File: config.mk
export PLATFORM = sky130hd
export DESIGN_NAME = alu_arbiter
export DESIGN_NICKNAME = d
export VERILOG_FILES = /design/src/rtl/alu_arbiter.sv
export SDC_FILE = /design/constraint.sdc
export NUM_CORES = 1
export LEC_CHECK = 0
export BUFFER_PORTS_ARGS = -buffer_cell sky130_fd_sc_hd__clkbuf_2
export CAP_MARGIN = 5
export CORE_ASPECT_RATIO = 1.1
export CORE_MARGIN = 2
export CORE_UTILIZATION = 45
export DETAILED_ROUTE_END_ITERATION = 10
export HOLD_SLACK_MARGIN = 0.06
export PLACE_DENSITY = 0.89
export SYNTH_ARGS = -nofsm -noshare
export SYNTH_HDL_FRONTEND = slang
export SYNTH_SLANG_ARGS = --single-unit
File: constraint.sdc
create_clock -name clk -period 1.7 [get_ports clk]
set_clock_uncertainty 0.05 [all_clocks]
set_input_delay 0 -clock clk [delete_from_list [all_inputs] [get_ports clk]]
set_output_delay 0 -clock clk [all_outputs]
set_load 0.05 [all_outputs]
File: src/rtl/alu_arbiter.sv
// Two-requester round-robin front end for the shared 16-bit alu: accepts one op,
// holds operands for EXEC_CYCLES settle cycles, captures result/status, returns it.
module alu_arbiter #(
    parameter int unsigned EXEC_CYCLES = 1
) (
    input  logic        clk,
    input  logic        rst,
    input  logic [1:0]  req_valid,
    output logic [1:0]  req_ready,
    input  logic [3:0]  req_sel0,
    input  logic [3:0]  req_sel1,
    input  logic [15:0] req_a0,
    input  logic [15:0] req_a1,
    input  logic [15:0] req_b0,
    input  logic [15:0] req_b1,
    output logic [1:0]  rsp_valid,
    input  logic [1:0]  rsp_ready,
    output logic [15:0] rsp_y,
    output logic [4:0]  rsp_status,
    output logic [3:0]  alu_sel,
    output logic [15:0] alu_a,
    output logic [15:0] alu_b,
    input  logic [15:0] alu_y,
    input  logic [4:0]  alu_status,
    output logic        busy,
    output logic        grant_id
);

    typedef enum logic [1:0] {
        IDLE = 2'd0,
        EXEC = 2'd1,
        RESP = 2'd2
    } state_t;

    localparam logic [2:0] LAST_CNT = 3'(EXEC_CYCLES - 1);

    state_t     state;
    logic       last;
    logic [2:0] cnt;
    logic       winner;
    logic       accept;

    always_comb begin
        winner = 1'b0;
        case (req_valid)
            2'b10:   winner = 1'b1;
            2'b11:   winner = ~last;
            default: winner = 1'b0;
        endcase
    end

    // Ready is offered only to the winner, so at most one bit can ever be set.
    always_comb begin
        req_ready = '0;
        if (state == IDLE && !rst && req_valid != 2'b00)
            req_ready[winner] = 1'b1;
    end

    assign accept = |(req_valid & req_ready);

    // The operand registers are the alu_* outputs themselves.
    always_ff @(posedge clk) begin
        if (rst) begin
            state      <= IDLE;
            last       <= 1'b1;
            cnt        <= '0;
            alu_sel    <= '0;
            alu_a      <= '0;
            alu_b      <= '0;
            rsp_y      <= '0;
            rsp_status <= '0;
            rsp_valid  <= '0;
            busy       <= 1'b0;
            grant_id   <= 1'b0;
        end else begin
            case (state)
                IDLE: begin
                    if (accept) begin
                        alu_sel  <= winner ? req_sel1 : req_sel0;
                        alu_a    <= winner ? req_a1   : req_a0;
                        alu_b    <= winner ? req_b1   : req_b0;
                        grant_id <= winner;
                        cnt      <= '0;
                        busy     <= 1'b1;
                        state    <= EXEC;
                    end
                end
                EXEC: begin
                    cnt <= cnt + 3'd1;
                    if (cnt == LAST_CNT) begin
                        rsp_y      <= alu_y;
                        rsp_status <= alu_status;
                        rsp_valid  <= grant_id ? 2'b10 : 2'b01;
                        state      <= RESP;
                    end
                end
                RESP: begin
                    if (rsp_ready[grant_id]) begin
                        last      <= grant_id;
                        rsp_valid <= '0;
                        busy      <= 1'b0;
                        state     <= IDLE;
                    end
                end
                default: state <= IDLE;
            endcase
        end
    end

endmodule

==> flow_metrics.tcl <==
set metrics [dict create \
    die_width_um 82.3 \
    max_stage_delay_ps 550 \
    finalCriticalPeriod_ps 1650 \
    hold_class "in -> reg" \
    power.total_mw 5.27 \
    synth-warning-count 0 \
    min_period_over_period_pct 97.1 \
    synth.avg_cell_area_um2 9.51 \
    multiInputGateArea_um2 1530 \
    grt_overflow 0 \
    ys_types 32 \
    cts_buffers 9 \
    instances_no_fill 657 \
    hpwl_um 6050 \
    die_y_um 90.1 \
    wl_per_cell_um 17.9 \
    end_kind "output pin" \
    grt_max_degree 37 \
    cts_buffer_depth 2 \
    synth_top_cell_by_area "dfxtp_1" \
    cts_root_buf "clkbuf_8" \
    antenna_left 0 \
    globalRouteTotalUtil_pct 31.3 \
    clock.fmax_ghz 0.606 \
    clock_sinks 67 \
    drcViolationCount 0 \
    path_clk_slew_ps 80 \
    yosysTopAreaCellShare_pct 44.2 \
    crit_required_ps 1650 \
    port_buffers 161 \
    fill_cells 399 \
    viasPerCell 5.52 \
    start_util_pct 46.3 \
    dpl-instance-area_um2 3920 \
    crit_slowest_cell "dlygate4sd3_1" \
    rows 31 \
    final_nets 670 \
    postLayoutCellArea_um2 5130 \
    finalSetupViolations 0 \
    rsz0062_at_grt "false" \
    vias 3625 \
    synthTopCellsByCount "dfxtp_1 (67), nand2_1 (46), mux2i_1 (37)" \
    drtPass1Iterations 4 \
    synth_most_common_cell "dfxtp_1" \
    clock_latency_ps 340 \
    async_reset_ff_share_pct 0 \
    synth_fp_nets 420 \
    worst_pin_slew_ps 500 \
    core_um2 6560 \
    dp.cells 542 \
    grt_pass1_wl_um 17900 \
    cts_tree "done" \
    ir_worst_vdd_mv 0.653 \
    regArea_um2 1340 \
    synth_edf_count 0 \
    fp.dieArea_um2 7420 \
    startpoint_type "input port" \
    maxCapViolations 0 \
    pin_count 162 \
    worstSetupPathType "in -> out" \
    drive_gt1_share_pct 37.6 \
    place.gp.congestion 0.737 \
    syn_area_um2 3030 \
    antenna_found_initial 1 \
    status "finished clean" \
    crit_fanout 21 \
    cp_data_arrival_time_ps 1600 \
    p_leak_nw 2.24 \
    synth_area_leaders "dfxtp_1 (44%), mux2i_1 (12%), a211oi_2 (7.4%), a31oi_1 (7.0%), nand2_1 (5.7%)" \
    yosysSeqAreaShare_pct 44.2 \
    synth_cells 319 \
    pre_cts_slack_ps 165 \
    drv_slew 0 \
    drt_iter0_markers 156 \
    hold_violations 0 \
    cp.buffers_inverters 4 \
    grt_pass1_vias 3679 \
    setup_tns_ps 0 \
    hold-worst-slack_ps 78.2 \
    slew_headroom_pct 66.7 \
    path_cells "dlygate4sd3_1, clkbuf_2, or2_1, buf_6, nand2_1, nor3_2, buf_12" \
    p_per_area_nw_per_um2 1030 \
    fin_ws_ps 49.2 \
    syn_to_final_growth_pct 69.0 \
    wl_um 11800 \
    htree_levels 3 \
    final_util_pct 78.2 \
    cp_top_family "buffers and inverters" \
    yosys_register_bits 67 \
    synthFlopType "dfxtp_1" \
]
cells by family (layout without fill, tap and decap cells):
logic type | count (synthesis) | in the layout | synth area share (%)
buffers and inverters | 35 | 290 | 6.31
AO/OA/AOI/OAI | 109 | 109 | 25.9
AND/OR/NAND/NOR | 68 | 68 | 10.3
XOR/XNOR | 1 | 1 | 0.289
other | 0 | 1 | 0
multiplexers | 37 | 37 | 12.2
adder cells (fa/ha/maj) | 2 | 2 | 0.825
flip-flops | 67 | 67 | 44.2
power by group:
part / leakage (nW) / internal (mW) / switching [mW]
Clock: 0.102 / 0.717 / 0.629
Sequential: 0.551 / 1.76 / 0.140
Combinational: 1.59 / 0.700 / 1.32
tightest hold or removal path, stage by stage:
cell and delay (ps):
clkbuf_2 90, mux2i_1 120, o21ai_0 160, a21oi_1 60
final timing paths:
check,start,to,slack [ps],cells past startpoint
max,req_valid[0],req_ready[0],50,7
min,rsp_ready[0],busy,80,4
max reg2reg,cnt[0],rsp_status[3],100,5
min reg2reg,rsp_y[12],rsp_y[12],400,2
layer usage:
metal	vias to the layer above	wire, um	GRT usage [%]
met5	-	0	0
met1	1681	4420	35.0
met2	236	5730	53.1
li1	1674	-	-
met4	0	336	13.6
met3	34	1290	9.64
registers in the layout (all words and copies together), names as in the netlist:
register / cells
alu_sel: 4
rsp_valid: 2
alu_b: 16
last: 1
grant_id: 1
rsp_y: 16
state: 2
busy: 1
cnt: 3
alu_a: 16
rsp_status: 5
cell type report:
class | count | share of cell area (%)
repair buffers | 271 | 37.8
clock buffers | 10 | 2.68
diodes | 1 | 0.0488
flip-flops and latches | 67 | 26.2
clock inverters | 6 | 1.27
inverters | 3 | 0.220
well taps | 82 | 2.00
multi-input cells | 217 | 29.8
timing repair:
action	in CTS	in global routing
setup endpoints to repair	0	4
setup buffers	0	0
resized for setup	0	7
hold endpoints to repair	60	0
hold buffers	97	0
cell usage in the layout, fill, tap and decap left out, types with 2 or more instances in the layout:
| cell type | instances |
|---|---|
| a211oi_1 | 17 |
| or2_1 | 2 |
| o211ai_1 | 2 |
| a311oi_1 | 2 |
| inv_1 | 2 |
| nand3b_1 | 3 |
| dfxtp_2 | 2 |
| clkbuf_8 | 10 |
| clkinv_2 | 2 |
| o21ai_0 | 4 |
| dfxtp_1 | 65 |
| nand2b_1 | 2 |
| nand2_1 | 46 |
| a211oi_2 | 18 |
| a31oi_1 | 34 |
| clkinv_4 | 2 |
| mux2i_1 | 37 |
| buf_12 | 3 |
| dlygate4sd3_1 | 97 |
| buf_4 | 10 |
| nor2_1 | 5 |
| a21oi_1 | 31 |
| ha_1 | 2 |
| clkbuf_2 | 159 |
| nor3_1 | 2 |
Power figures use the tool's default switching activity.
